### src/rtl/rtc_pkg.sv
// Shared types and constants for the DS1302 access scheduler.
package rtc_pkg;

    // Clock-halt flag position inside the seconds byte.
    localparam int CH_BIT = 7;

    // BCD time as {hour, minute, second}.
    typedef logic [23:0] bcd_time_t;

    typedef enum logic [2:0] {
        ST_INIT_RD = 3'd0,
        ST_INIT_WR = 3'd1,
        ST_IDLE    = 3'd2,
        ST_RD      = 3'd3,
        ST_WR      = 3'd4
    } rtc_state_t;

    // Counter width able to hold n-1; never below one bit.
    function automatic int clog2_min1(input int n);
        return (n <= 2) ? 1 : $clog2(n);
    endfunction

    // Force CH low so a write never halts the oscillator.
    function automatic bcd_time_t clear_ch(input bcd_time_t t);
        bcd_time_t r;
        r = t;
        r[CH_BIT] = 1'b0;
        return r;
    endfunction

endpackage

### src/rtl/rtc_req_timer.sv
// Loadable down-counter; expire is high while enabled and the count sits at zero.
module rtc_req_timer #(
    parameter int W = 4
) (
    input  logic         clk,
    input  logic         rst,
    input  logic         load,
    input  logic [W-1:0] load_val,
    input  logic         en,
    output logic         expire
);

    logic [W-1:0] count_q;
    logic [W-1:0] count_d;

    // Load wins over counting; the count parks at zero until reloaded.
    always_comb begin
        count_d = count_q;
        if (load) begin
            count_d = load_val;
        end else if (en && (count_q != '0)) begin
            count_d = count_q - 1'b1;
        end
    end

    // Counter register.
    always_ff @(posedge clk or posedge rst) begin
        if (rst) begin
            count_q <= '0;
        end else begin
            count_q <= count_d;
        end
    end

    assign expire = en && (count_q == '0);

endmodule

### src/rtl/rtc_access_sched.sv
// Schedules reads/writes to a DS1302 driver: boot check of the CH flag,
// user set/clear writes and periodic time reads, with a request timeout.
// Optional macro RTC_POLL_TIMER_EN: pace reads with a POLL_DIV counter
// instead of reading on every free IDLE cycle.
module rtc_access_sched
    import rtc_pkg::*;
#(
    parameter int POLL_DIV    = 5000000,
    parameter int TIMEOUT_CYC = 1000000
) (
    input  logic        clk,
    input  logic        rst,
    input  logic        set_req,
    input  logic [23:0] set_time,
    input  logic        clr_req,
    output logic        rtc_wr_req,
    input  logic        rtc_wr_ack,
    output logic [23:0] rtc_wr_time,
    output logic        rtc_rd_req,
    input  logic        rtc_rd_ack,
    input  logic [7:0]  rtc_rd_sec,
    output logic        rd_done,
    output logic        init_done,
    output logic        busy,
    output logic        err
);

    localparam int            TO_W    = clog2_min1(TIMEOUT_CYC);
    localparam logic [TO_W-1:0] TO_LOAD = TO_W'(TIMEOUT_CYC - 1);

    rtc_state_t state_q, state_d;
    logic       rd_req_q, rd_req_d;
    logic       wr_req_q, wr_req_d;
    bcd_time_t  wr_time_q, wr_time_d;
    bcd_time_t  set_time_q, set_time_d;
    logic       set_pend_q, set_pend_d;
    logic       clr_pend_q, clr_pend_d;
    logic       set_rearm_q, set_rearm_d;
    logic       wr_is_clr_q, wr_is_clr_d;
    logic       init_done_q, init_done_d;
    logic       rd_done_q, rd_done_d;
    logic       err_q, err_d;
    logic       busy_q, busy_d;

    logic       to_load, to_expire;
    logic       poll_restart, poll_due;
    logic       rd_acked, wr_acked;
    logic       wr_done_set, wr_done_clr;
    logic       unused_sec_bits;

    // Only the CH bit of the read-back seconds matters here.
    assign unused_sec_bits = ^rtc_rd_sec[6:0];

    assign rd_acked = rd_req_q & rtc_rd_ack;
    assign wr_acked = wr_req_q & rtc_wr_ack;

    rtc_req_timer #(.W(TO_W)) u_timeout (
        .clk      (clk),
        .rst      (rst),
        .load     (to_load),
        .load_val (TO_LOAD),
        .en       (rd_req_q | wr_req_q),
        .expire   (to_expire)
    );

`ifdef RTC_POLL_TIMER_EN
    localparam int              POLL_W    = clog2_min1(POLL_DIV);
    localparam logic [POLL_W-1:0] POLL_LOAD = POLL_W'(POLL_DIV - 1);

    // Counts only IDLE cycles, so read spacing is POLL_DIV plus the read itself.
    rtc_req_timer #(.W(POLL_W)) u_poll (
        .clk      (clk),
        .rst      (rst),
        .load     (poll_restart),
        .load_val (POLL_LOAD),
        .en       (state_q == ST_IDLE),
        .expire   (poll_due)
    );
`else
    logic unused_poll;

    // No pacing: any free IDLE cycle issues a read.
    assign poll_due    = 1'b1;
    assign unused_poll = poll_restart & (POLL_DIV > 0);
`endif

    // Next-state and handshake logic; requests rise on state entry and
    // drop the cycle after ack or timeout.
    always_comb begin
        state_d      = state_q;
        rd_req_d     = rd_req_q;
        wr_req_d     = wr_req_q;
        wr_time_d    = wr_time_q;
        wr_is_clr_d  = wr_is_clr_q;
        init_done_d  = init_done_q;
        err_d        = err_q;
        rd_done_d    = 1'b0;
        to_load      = 1'b0;
        poll_restart = 1'b0;
        case (state_q)
            ST_INIT_RD: begin
                if (!rd_req_q) begin
                    // Entry after reset or after an init timeout.
                    rd_req_d = 1'b1;
                    to_load  = 1'b1;
                end else if (rd_acked) begin
                    rd_req_d  = 1'b0;
                    rd_done_d = 1'b1;
                    if (rtc_rd_sec[CH_BIT]) begin
                        state_d   = ST_INIT_WR;
                        wr_req_d  = 1'b1;
                        wr_time_d = '0;
                        to_load   = 1'b1;
                    end else begin
                        state_d     = ST_IDLE;
                        init_done_d = 1'b1;
                    end
                end else if (to_expire) begin
                    rd_req_d = 1'b0;
                    err_d    = 1'b1;
                end
            end
            ST_INIT_WR: begin
                if (wr_acked) begin
                    wr_req_d    = 1'b0;
                    state_d     = ST_IDLE;
                    init_done_d = 1'b1;
                end else if (to_expire) begin
                    wr_req_d = 1'b0;
                    err_d    = 1'b1;
                    state_d  = ST_INIT_RD;
                end
            end
            ST_IDLE: begin
                if (init_done_q && clr_pend_q) begin
                    state_d     = ST_WR;
                    wr_req_d    = 1'b1;
                    wr_time_d   = '0;
                    wr_is_clr_d = 1'b1;
                    to_load     = 1'b1;
                end else if (init_done_q && set_pend_q) begin
                    state_d     = ST_WR;
                    wr_req_d    = 1'b1;
                    wr_time_d   = clear_ch(set_time_q);
                    wr_is_clr_d = 1'b0;
                    to_load     = 1'b1;
                end else if (poll_due) begin
                    state_d      = ST_RD;
                    rd_req_d     = 1'b1;
                    to_load      = 1'b1;
                    poll_restart = 1'b1;
                end
            end
            ST_RD: begin
                if (rd_acked) begin
                    state_d   = ST_IDLE;
                    rd_req_d  = 1'b0;
                    rd_done_d = 1'b1;
                end else if (to_expire) begin
                    state_d  = ST_IDLE;
                    rd_req_d = 1'b0;
                    err_d    = 1'b1;
                end
            end
            ST_WR: begin
                if (wr_acked) begin
                    state_d  = ST_IDLE;
                    wr_req_d = 1'b0;
                end else if (to_expire) begin
                    state_d  = ST_IDLE;
                    wr_req_d = 1'b0;
                    err_d    = 1'b1;
                end
            end
            default: begin
                state_d  = ST_INIT_RD;
                rd_req_d = 1'b0;
                wr_req_d = 1'b0;
            end
        endcase
        busy_d = (state_d != ST_IDLE);
    end

    // Pending-request bookkeeping; a set arriving during its own write
    // re-arms the flag so the newer time is written afterwards.
    always_comb begin
        wr_done_set = (state_q == ST_WR) && wr_acked && !wr_is_clr_q;
        wr_done_clr = (state_q == ST_WR) && wr_acked && wr_is_clr_q;
        clr_pend_d  = clr_req | (clr_pend_q & ~wr_done_clr);
        set_pend_d  = (set_req | (set_pend_q & ~(wr_done_set & ~set_rearm_q))) & ~clr_pend_d;
        set_rearm_d = (state_d == ST_WR) && !wr_is_clr_d && (set_req || set_rearm_q);
        set_time_d  = set_req ? set_time : set_time_q;
    end

    // State and registered outputs.
    always_ff @(posedge clk or posedge rst) begin
        if (rst) begin
            state_q     <= ST_INIT_RD;
            rd_req_q    <= 1'b0;
            wr_req_q    <= 1'b0;
            wr_time_q   <= '0;
            set_time_q  <= '0;
            set_pend_q  <= 1'b0;
            clr_pend_q  <= 1'b0;
            set_rearm_q <= 1'b0;
            wr_is_clr_q <= 1'b0;
            init_done_q <= 1'b0;
            rd_done_q   <= 1'b0;
            err_q       <= 1'b0;
            busy_q      <= 1'b1;
        end else begin
            state_q     <= state_d;
            rd_req_q    <= rd_req_d;
            wr_req_q    <= wr_req_d;
            wr_time_q   <= wr_time_d;
            set_time_q  <= set_time_d;
            set_pend_q  <= set_pend_d;
            clr_pend_q  <= clr_pend_d;
            set_rearm_q <= set_rearm_d;
            wr_is_clr_q <= wr_is_clr_d;
            init_done_q <= init_done_d;
            rd_done_q   <= rd_done_d;
            err_q       <= err_d;
            busy_q      <= busy_d;
        end
    end

    assign rtc_rd_req  = rd_req_q;
    assign rtc_wr_req  = wr_req_q;
    assign rtc_wr_time = wr_time_q;
    assign rd_done     = rd_done_q;
    assign init_done   = init_done_q;
    assign busy        = busy_q;
    assign err         = err_q;

endmodule

### config.mk
export PLATFORM = sky130hd
export DESIGN_NAME = rtc_access_sched
export DESIGN_NICKNAME = d
export VERILOG_FILES = /design/src/rtl/rtc_pkg.sv /design/src/rtl/rtc_req_timer.sv /design/src/rtl/rtc_access_sched.sv
export SDC_FILE = /design/constraint.sdc
export NUM_CORES = 1
export LEC_CHECK = 0
export ABC_AREA = 0
export BUFFER_PORTS_ARGS = -buffer_cell sky130_fd_sc_hd__buf_4
export CAP_MARGIN = 10
export CORE_ASPECT_RATIO = 0.6
export CORE_MARGIN = 1
export CORE_UTILIZATION = 40
export CTS_CLUSTER_DIAMETER = 150
export CTS_CLUSTER_SIZE = 14
export DETAILED_ROUTE_END_ITERATION = 8
export SETUP_SLACK_MARGIN = 0.05
export SLEW_MARGIN = 20
export SYNTH_ARGS = -nofsm -noshare
export SYNTH_HDL_FRONTEND = slang
export SYNTH_SLANG_ARGS = --single-unit
export TNS_END_PERCENT = 20
### constraint.sdc
create_clock -name clk -period 5.4 [get_ports clk]
set_input_delay 1.08 -clock clk [delete_from_list [all_inputs] [get_ports clk]]
set_output_delay 1.08 -clock clk [all_outputs]
set_load 0.005 [all_outputs]
==> out/qor.yml <==
netlist_area_sq_um: 3800
worstSetupPathType: "reg2reg"
hold_ws_ns: 0.467
max_freq_mhz: 377
io_buffers: 58
slew_headroom_pct: 52.2
grt_pass1_vias: 2751
synthTopCellsByCount: "dfrtp_1, nand2_1, mux2_2"
finalPower_mw: 1.87
cts_tree: "built"
cts.clk_slew.worst_paths_ns: 0.06
first_pass_iters: 4
synth_edf_count: 0
required_ns: 5.64
netlist-cell-type-count: 58
ys_async_sr_fraction_pct: 100
hold_class: "reg2reg"
rows: 27
clock_sinks: 79
placed_area_sq_um: 4320
startpoint_type: "flop"
area_growth_pct: 22.2
synthCells: 372
gp_congestion: 0.841
wire_per_inst_um: 14.6
grt_util_all_layers_pct: 18.1
stdcell_area_sq_um: 4640
grt_setup_unrepaired: "no"
netlist.area_leader.share_pct: 51.4
setup_viol: 0
via_per_inst: 5.20
die_w_um: 128
dp_hpwl_um: 5420
p_leak_nw: 1.92
dpl.cell_count: 540
fp.dieArea_sq_um: 9910
hold_violations: 0
fin_nets: 461
coreArea_sq_um: 9190
synth.net_count: 412
drv_cap: 0
synth_largest_area_cell: "dfrtp_1"
synth_top_flop_cell: "dfrtp_1"
cts_resized: 0
postCtsSetupBuffers: 0
cts_max_path_buffers: 2
timing.final.crit_share_pct: 49.1
post-route-util_pct: 50.5
antenna_cells: 0
io_pins: 68
power.density_nw_per_um2: 402
arrival_ns: 2.89
ys_ff_latch: 79
worst_slew_pin_slew_ns: 0.718
grt_pass1_wl_um: 13900
synth_area_leaders: "dfrtp_1, mux2_2, nand2_1, mux2i_1, o21ai_1"
drt_wl_total_um: 8120
final.min_clock_period_ns: 2.65
cts_hold_buf: 0
drt_iter0_drc: 205
dr_total_vias: 2892
start_util_pct: 41.4
syn_avg_cell_area_sq_um: 10.2
antenna_found_initial: 0
rr_worst_depth: 5
worst_slack_ns: 2.75
ys_seq_area_share_pct: 52.1
insertion_delay_ns: 0.33
pre_cts_slack_ns: 2.80
cts_max_level: 3
drive_gt1_share_pct: 27.7
final_antenna_net_count: 0
tns_ns: 0
grt_max_degree: 80
yosysMostFrequentCell: "dfrtp_1"
hold_depth: 1
path_max_fanout: 13
cts_buffers: 9
status: "finished, final reports clean"
crit_path_end_kind: "flop"
drc: 0
fp.dieH_um: 77.5
vdd_drop_max_v: 0.000194
layout.cells.non_filler: 556
drv_slew: 0
yosys_warnings: 0
skew_ns: 0.00779
root_buffer: "clkbuf_16"
overflow: 0
-- sequential cells by signal, summed over array words and instances, names as in the netlist, 3 cells and up --
register,flops
rtc_wr_time,23
set_time_q,23
u_timeout.count_q,20
state_q,3
-- area by class of cell --
cell class	count	area [sq um]
fillers	872	4550
flip-flops and latches	79	1980
multi-input cells	260	1690
repair buffers	62	469
clock buffers	12	256
well taps	130	163
clock inverters	4	52.6
inverters	9	35.0
-- worst paths after layout --
check / startpoint / slack (ns) / to
setup / recovery: u_timeout.count_q[10] / 2.75 / busy
hold / removal: err / 0.47 / err
setup reg to reg: u_timeout.count_q[10] / 2.75 / busy
hold reg to reg: err / 0.47 / err
max in group asynchronous: rst / 3.97 / err
min in group asynchronous: rst / 0.94 / set_time_q[14]
-- critical path, cell delays in order (launching register included) --
cell	delay, ns
dfrtp_1	0.45
or4_4	0.59
nor4_2	0.63
buf_4	0.32
a32oi_1	0.11
or4_1	0.44
-- power by group --
part | leakage [nW] | internal (mW) | switching [mW]
Sequential | 0.966 | 0.663 | 0.0923
Clock | 0.153 | 0.385 | 0.238
Combinational | 0.805 | 0.208 | 0.283
-- layer usage --
layer  global-route usage [%]  vias to the layer above  part of all wire (%)
li1                         -                     1439                     -
met1                     26.8                     1385                    52
met2                     25.1                       59                    42
met3                     5.24                        9                   4.7
met4                     5.76                        0                   1.1
met5                        0                        -                     0
-- cell families after synthesis --
group / count (synthesis) / synth area share [%]
simple gates: 141 / 19.2
compound gates: 82 / 14.5
flops: 79 / 52.1
mux: 34 / 9.71
buf+inv: 33 / 3.79
fa+ha+maj: 2 / 0.658
other cells: 1 / 0.0987
-- layout by cell type (no fill, tap or decap), types with 4 or more instances in the layout --
cell type  instances
dfrtp_1           78
nand2_1           61
buf_4             61
mux2_2            23
o21ai_1           16
nor2_1            16
o21ai_0           15
mux2i_1           11
a21oi_1            9
clkbuf_16          9
inv_1              8
and2_1             8
nand3_1            8
or4_1              7
nor4_1             5
nand2b_1           5
a211oi_1           5
o31ai_1            5
or2_2              4
nor3_1             4
Power figures use the tool's default switching activity.
